`src/rtl/spi_slave_pkg.sv`:
```
// Shared constants for the SPI slave register block: command codes,
// STATUS bit positions, frame phase encoding and the byte width.
package spi_slave_pkg;

  localparam int SPI_DW = 8;

  typedef enum logic [7:0] {
    CMD_WR_ADDR   = 8'h01,
    CMD_WR_DATA   = 8'h02,
    CMD_RD_DOUT   = 8'h03,
    CMD_SAMPLE    = 8'h04,
    CMD_RD_STATUS = 8'h05
  } cmd_e;

  localparam int ST_BUSY      = 0;
  localparam int ST_DVALID    = 1;
  localparam int ST_ERR_ILL   = 2;
  localparam int ST_ERR_SHORT = 3;

  localparam logic PH_CMD  = 1'b0;
  localparam logic PH_DATA = 1'b1;

  function automatic logic cmd_legal(input logic [7:0] c);
    return (c == CMD_WR_ADDR) || (c == CMD_WR_DATA) ||
           (c == CMD_RD_DOUT) || (c == CMD_SAMPLE) ||
           (c == CMD_RD_STATUS);
  endfunction

endpackage

```
`src/rtl/spi_slave_shifter.sv`:
```
// Bit counter, rx/tx shift registers, byte-done pulse and short-byte
// detect for the SPI slave; everything runs on posedge SCK.
import spi_slave_pkg::*;

module spi_slave_shifter (
  input  logic              SCK,
  input  logic              reset,
  input  logic              SSB,
  input  logic              MOSI,
  input  logic              phase,
  input  logic              tx_load,
  input  logic [SPI_DW-1:0] tx_val,
  output logic              MISO,
  output logic              byte_done,
  output logic [SPI_DW-1:0] rx_byte,
  output logic              short_byte
);

  logic [3:0]        cnt_q;
  logic [SPI_DW-2:0] rx_q;
  logic [SPI_DW-1:0] tx_q;
  logic              cnt_full;

  assign cnt_full   = (cnt_q == 4'd8);
  assign rx_byte    = {rx_q, MOSI};
  assign byte_done  = !SSB && (cnt_q == 4'd7);
  assign short_byte = SSB && (cnt_q != 4'd0) && !cnt_full;
  assign MISO       = !SSB && tx_q[SPI_DW-1];

  always_ff @(posedge SCK) begin
    if (reset) begin
      cnt_q <= '0;
      rx_q  <= '0;
      tx_q  <= '0;
    end else begin
      if (SSB) begin
        cnt_q <= '0;
      end else if (!cnt_full) begin
        cnt_q <= cnt_q + 4'd1;
        rx_q  <= rx_byte[SPI_DW-2:0];
      end
      // Load happens only at a command byte end, so it never meets a shift.
      if (tx_load) begin
        tx_q <= tx_val;
      end else if (!SSB && phase == PH_DATA && !cnt_full) begin
        tx_q <= {tx_q[SPI_DW-2:0], 1'b0};
      end
    end
  end

endmodule

```
`src/rtl/spi_slave_regs.sv`:
```
// SPI slave command decoder with address/write port and delayed sampler.
// Define SPI_SLAVE_ERR_STATUS_EN to add the sticky error flags to STATUS.
import spi_slave_pkg::*;

module spi_slave_regs #(
  parameter int DATA_WIDTH = SPI_DW
) (
  input  logic                  SCK,
  input  logic                  reset,
  input  logic                  SSB,
  input  logic                  MOSI,
  output logic                  MISO,
  input  logic [DATA_WIDTH-1:0] sample_in,
  output logic                  wr_en,
  output logic [DATA_WIDTH-1:0] wr_addr,
  output logic [DATA_WIDTH-1:0] wr_data
);

  logic                  phase_q;
  logic [DATA_WIDTH-1:0] cmd_q;
  logic [DATA_WIDTH-1:0] addr_q;
  logic [DATA_WIDTH-1:0] dout_q;
  logic [DATA_WIDTH-1:0] smp_cnt_q;
  logic                  busy_q;
  logic                  dv_q;

  logic                  byte_done;
  logic                  short_byte;
  logic [DATA_WIDTH-1:0] rx_byte;
  logic [DATA_WIDTH-1:0] tx_val;
  logic [DATA_WIDTH-1:0] status;
  logic [1:0]            err_bits;
  logic                  cmd_done;
  logic                  data_done;

  assign cmd_done  = byte_done && (phase_q == PH_CMD);
  assign data_done = byte_done && (phase_q == PH_DATA);

  spi_slave_shifter u_shifter (
    .SCK        (SCK),
    .reset      (reset),
    .SSB        (SSB),
    .MOSI       (MOSI),
    .phase      (phase_q),
    .tx_load    (cmd_done),
    .tx_val     (tx_val),
    .MISO       (MISO),
    .byte_done  (byte_done),
    .rx_byte    (rx_byte),
    .short_byte (short_byte)
  );

  always_comb begin
    status               = '0;
    status[ST_BUSY]      = busy_q;
    status[ST_DVALID]    = dv_q;
    status[ST_ERR_ILL]   = err_bits[0];
    status[ST_ERR_SHORT] = err_bits[1];
  end

  always_comb begin
    tx_val = '0;
    unique case (1'b1)
      (rx_byte == CMD_RD_STATUS): tx_val = status;
      (rx_byte == CMD_RD_DOUT):   tx_val = dout_q;
      default:                    tx_val = '0;
    endcase
  end

  always_ff @(posedge SCK) begin
    if (reset) begin
      phase_q   <= PH_CMD;
      cmd_q     <= '0;
      addr_q    <= '0;
      dout_q    <= '0;
      smp_cnt_q <= '0;
      busy_q    <= 1'b0;
      dv_q      <= 1'b0;
      wr_en     <= 1'b0;
      wr_addr   <= '0;
      wr_data   <= '0;
    end else begin
      wr_en <= 1'b0;
      if (byte_done) phase_q <= ~phase_q;
      if (cmd_done) cmd_q <= rx_byte;
      if (data_done) begin
        unique case (1'b1)
          (cmd_q == CMD_WR_ADDR): addr_q <= rx_byte;
          (cmd_q == CMD_WR_DATA): begin
            wr_en   <= 1'b1;
            wr_addr <= addr_q;
            wr_data <= rx_byte;
            addr_q  <= addr_q + 1'b1;
          end
          (cmd_q == CMD_SAMPLE): begin
            if (!busy_q) begin
              busy_q    <= 1'b1;
              smp_cnt_q <= rx_byte;
            end
          end
          (cmd_q == CMD_RD_DOUT): dv_q <= 1'b0;
          default: ;
        endcase
      end
      // Placed after the decode so a same-edge capture overrides the clear.
      if (busy_q) begin
        if (smp_cnt_q == '0) begin
          dout_q <= sample_in;
          dv_q   <= 1'b1;
          busy_q <= 1'b0;
        end else begin
          smp_cnt_q <= smp_cnt_q - 1'b1;
        end
      end
    end
  end

`ifdef SPI_SLAVE_ERR_STATUS_EN
  logic err_ill_q;
  logic err_short_q;

  assign err_bits = {err_short_q, err_ill_q};

  always_ff @(posedge SCK) begin
    if (reset) begin
      err_ill_q   <= 1'b0;
      err_short_q <= 1'b0;
    end else begin
      if (data_done && cmd_q == CMD_RD_STATUS) begin
        err_ill_q   <= 1'b0;
        err_short_q <= 1'b0;
      end
      if (cmd_done && !cmd_legal(rx_byte)) err_ill_q <= 1'b1;
      if (data_done && cmd_q == CMD_SAMPLE && busy_q) err_ill_q <= 1'b1;
      if (short_byte) err_short_q <= 1'b1;
    end
  end
`else
  logic unused_short;

  assign err_bits     = 2'b00;
  assign unused_short = short_byte;
`endif

endmodule

```
`config.mk`:
```
export PLATFORM = sky130hd
export DESIGN_NAME = spi_slave_regs
export DESIGN_NICKNAME = d
export VERILOG_FILES = /design/src/rtl/spi_slave_pkg.sv /design/src/rtl/spi_slave_shifter.sv /design/src/rtl/spi_slave_regs.sv
export SDC_FILE = /design/constraint.sdc
export NUM_CORES = 1
export LEC_CHECK = 0
export CORE_AREA = 3 3 77 79
export CTS_CLUSTER_DIAMETER = 50
export DETAILED_ROUTE_END_ITERATION = 8
export DIE_AREA = 0 0 80 82
export GPL_ROUTABILITY_DRIVEN = 0
export PLACE_DENSITY = 0.93
export SLEW_MARGIN = 10
export SYNTH_ARGS = -nofsm -noshare
export SYNTH_HDL_FRONTEND = slang
export SYNTH_SLANG_ARGS = --single-unit
```
`constraint.sdc`:
```
create_clock -name SCK -period 4.5 [get_ports SCK]
set_input_delay 0.45 -clock SCK [delete_from_list [all_inputs] [get_ports SCK]]
set_output_delay 0.45 -clock SCK [all_outputs]
set_load 0.005 [all_outputs]
```
==> summary.md <==
| Metric | Value |
|---|---|
| Peak supply drop | 251 µV |
| Syn Std Cell Area | approximately 3200 µm² |
| Vias in the first global route | 2668 |
| Internal power | 1.08 mW |
| Crit path max fanout | 17 |
| Port Buffers | 29 |
| HPWL Detailed | 4780 µm |
| Initial core utilization | 58.8% |
| Final worst path period share | 55.7% |
| First-pass GRT wire length | 12600 µm |
| Floorplan Core Area | 5410 µm² |
| Clock group share of total power | 50.6% |
| WL met3 | between 400 and 500 µm |
| Die Y | 82 µm |
| Initial antenna violation count | 0 |
| Row cnt | 27 |
| Post-Route WL | 7700 µm |
| Top cells by area, synth | dfxtp_1 45%, nand2_1 8.3%, a21oi_1 7.1% |
| Syn-to-layout area delta | 17.4% |
| TNS Setup | 0 ps |
| Via-to-Cell Ratio | 6.09 |
| Post-Syn Instances | 386 |
| R2R Setup Slk | 2150 ps |
| CP cell instances | clkdlybuf4s50_1 -> nand4bb_1 -> nor4_1 -> and2_1 -> a221oi_1 -> nor3_1 |
| Max-cap violations | 0 |
| Via count | 2931 |
| Sw frac | 19.4% |
| Synth area leader | dfxtp_1 |
| CP max-delay cell | clkdlybuf4s50_1 |
| Total CTS buffers | 9 |
| Clock buffer depth | 2 |
| Pwr dens | 360 nW/µm² |
| I/O pin total | 30 |
| Fin Clk Skew | 6.71 ps |
| Place WS | approximately 1800 ps |
| PostCTS Resize Cnt | 0 |
| Remaining DRCs | 0 |
| Final min period | 2510 ps |
| Critical path class | input pin to flop |
| Status | complete, no violations |
| Total GRT Usage | around a quarter |
| Measured slew at the worst slew-check pin | 716 ps |
| Max-slew violation count | 0 |
| Flop pwr share | 47.2% |
| CP bufs+invs | 1 |
| CTS tree | built |
| Clock Latency Late Sink | 350 ps |
| Synth warn | 0 |
| Hold Vio Cnt, Final | 0 |
| Drt first pass iters | 5 |
| Final #Nets | 421 |
| Crit end category | flop |
| Top Layer Used | met4 |
| Synth top area share | 44.7% |
| Die W | 80 µm |
| EDFF count, synth | 0 |
| Wire length per cell | 16.0 µm |
| Clk pin slew, worst setup/hold paths | 70 ps |
| Final worst slack | ~2000 ps |
| Final setup vio count | 0 |
| Switching Power | roughly 0.26 mW |
| Congestion Overflow GR | 0 |
| P_leak | 1.35 nW |
| Comb power frac | 2.3% |
| M1 WL | 3200 µm |
| Worst hold-check path type | flop to flop |
| Flops & latches, synth | 71 |
| DRT antenna net count | 0 |
| ANT cells | 0 |
| Layout cells sized above 1 | between 6 and 7% |
| RSZ-0062 raised after global routing | false |
| Setup crit start kind | input pin |
| Synth cell types | between 40 and 50 |
| Crit path required time | 4760 ps |
| Setup Buffers After CTS | 0 |
| Routed wire length on met2 | 3800 µm |
| DIE AREA | 6560 µm² |
| Synthesized net count | 403 |
| H-tree Lvls | 3 |
| Hold_buf cts | 0 |
| Worst EP arrival | around 2800 ps |
| Initial DRC count | between 200 and 250 |
| Clock Root Buffer | clkbuf_8 |
| CP top delay family | simple AND/OR/NAND/NOR gates |
| Clock sink total | 71 |
| FMAX | about 0.40 GHz |
| Dominant synthesized flop cell | dfxtp_1 |
| Post-synthesis sequential area ratio | 44.7% |
| Headroom to the max-slew limit | 52.1% |
| Crit path largest cell delay | ~670 ps |
| Pin count of the biggest net entering global routing | 72 |
| Share of flip-flops with an asynchronous set or reset | 0% |
| Syn Area/Cell | about 8 µm² |
-- final cells by class --
type                       instances  area, µm²
fill                             423       1680
tap                               72       90.1
clock buffer                      11        141
multi-input combinational        287       1640
clock inverter                     5        129
inverter                           6       22.5
sequential                        71       1420
timing repair buffer              29        288
-- path summary, 6_finish.rpt --
path	startpoint	end	depth (start not counted)
worst min register to register	wr_addr[5]	wr_addr[5]	2
worst max-delay path	SSB	u_shifter.tx_q[2]	6
worst min-delay path	wr_addr[5]	wr_addr[5]	2
worst max register to register	cmd_q[3]	wr_data[7]	5
-- logic make-up after synthesis --
family / Yosys count / synth area share, %
AO/OA/AOI/OAI: 95 / 18.0
XOR/XNOR: 4 / 1.10
adder cells (fa/ha/maj): 5 / 1.97
buffers and inverters: 28 / 3.70
flip-flops: 71 / 44.7
multiplexers: 19 / 6.38
AND/OR/NAND/NOR: 164 / 24.1
-- cells in the final DEF, fill, tap and decap left out, drive strengths merged, types with 3 or more instances in the layout --
| master | netlist | routed |
|---|---|---|
| or4 | 4 | 4 |
| a31oi | 4 | 4 |
| nand2 | 70 | 70 |
| ha | 5 | 5 |
| nand2b | 4 | 4 |
| a221oi | 9 | 9 |
| a32oi | 3 | 3 |
| mux2i | 12 | 12 |
| clkdlybuf4s50 | 0 | 28 |
| nor4 | 7 | 7 |
| dfxtp | 71 | 71 |
| nand3 | 8 | 8 |
| inv | 6 | 6 |
| nor2 | 37 | 37 |
| a21oi | 45 | 45 |
| bufinv | 0 | 4 |
| a211oi | 3 | 3 |
| mux2 | 7 | 7 |
| clkbuf | 20 | 11 |
| nor3 | 15 | 15 |
| o21ai | 19 | 19 |
| nor2b | 7 | 7 |
-- layer usage --
layer,vias to the layer above,global-route usage (%)
li1,1410,-
met5,-,0
met2,129,40.9
met4,0,13.2
met1,1369,30.9
met3,23,5.04
-- synthesized netlist by cell type (4+ instances only) --
cell / n
inv_1: 6
nor2b_1: 7
clkbuf_1: 19
nand3_1: 8
nor3_1: 15
a21oi_1: 45
nand2b_1: 4
dfxtp_1: 71
mux2i_1: 12
ha_1: 5
a31oi_1: 4
nand2_1: 70
nor4_1: 7
a221oi_1: 9
mux2_2: 6
o21ai_0: 18
nor2_1: 37
-- per-stage QoR --
step,cell area [µm²],utilization (%),hold slack (ps),total power [mW],std cells
floorplan,3180,-,446,0.664,386
global placement,3460,64.0,439,0.677,465
detailed placement,3460,64.0,443,0.678,465
CTS,3730,69.0,454,1.35,481
global route,3730,69.0,476,1.38,481
finish,3730,69.0,452,1.34,481
-- tightest hold or removal path: stages (launching register included) --
cell and delay, ps:
dfxtp_1 310, nand2_1 50, a21oi_1 50
-- registers in the layout, indices dropped and copies added (netlist names) --
signal	count
u_shifter.tx_q	8
addr_q	8
dv_q	1
wr_en	1
wr_addr	8
phase_q	1
wr_data	8
dout_q	8
u_shifter.cnt_q	4
smp_cnt_q	8
u_shifter.rx_q	7
cmd_q	8
busy_q	1
-- power groups by stage --
stage	clock network, mW	logic, mW	registers, mW
floorplan	0	0.0178	0.646
global placement	0	0.0289	0.648
detailed placement	0	0.0300	0.648
CTS	0.686	0.0304	0.633
global route	0.716	0.0340	0.633
finish	0.679	0.0306	0.634
Power figures use the tool's default switching activity.
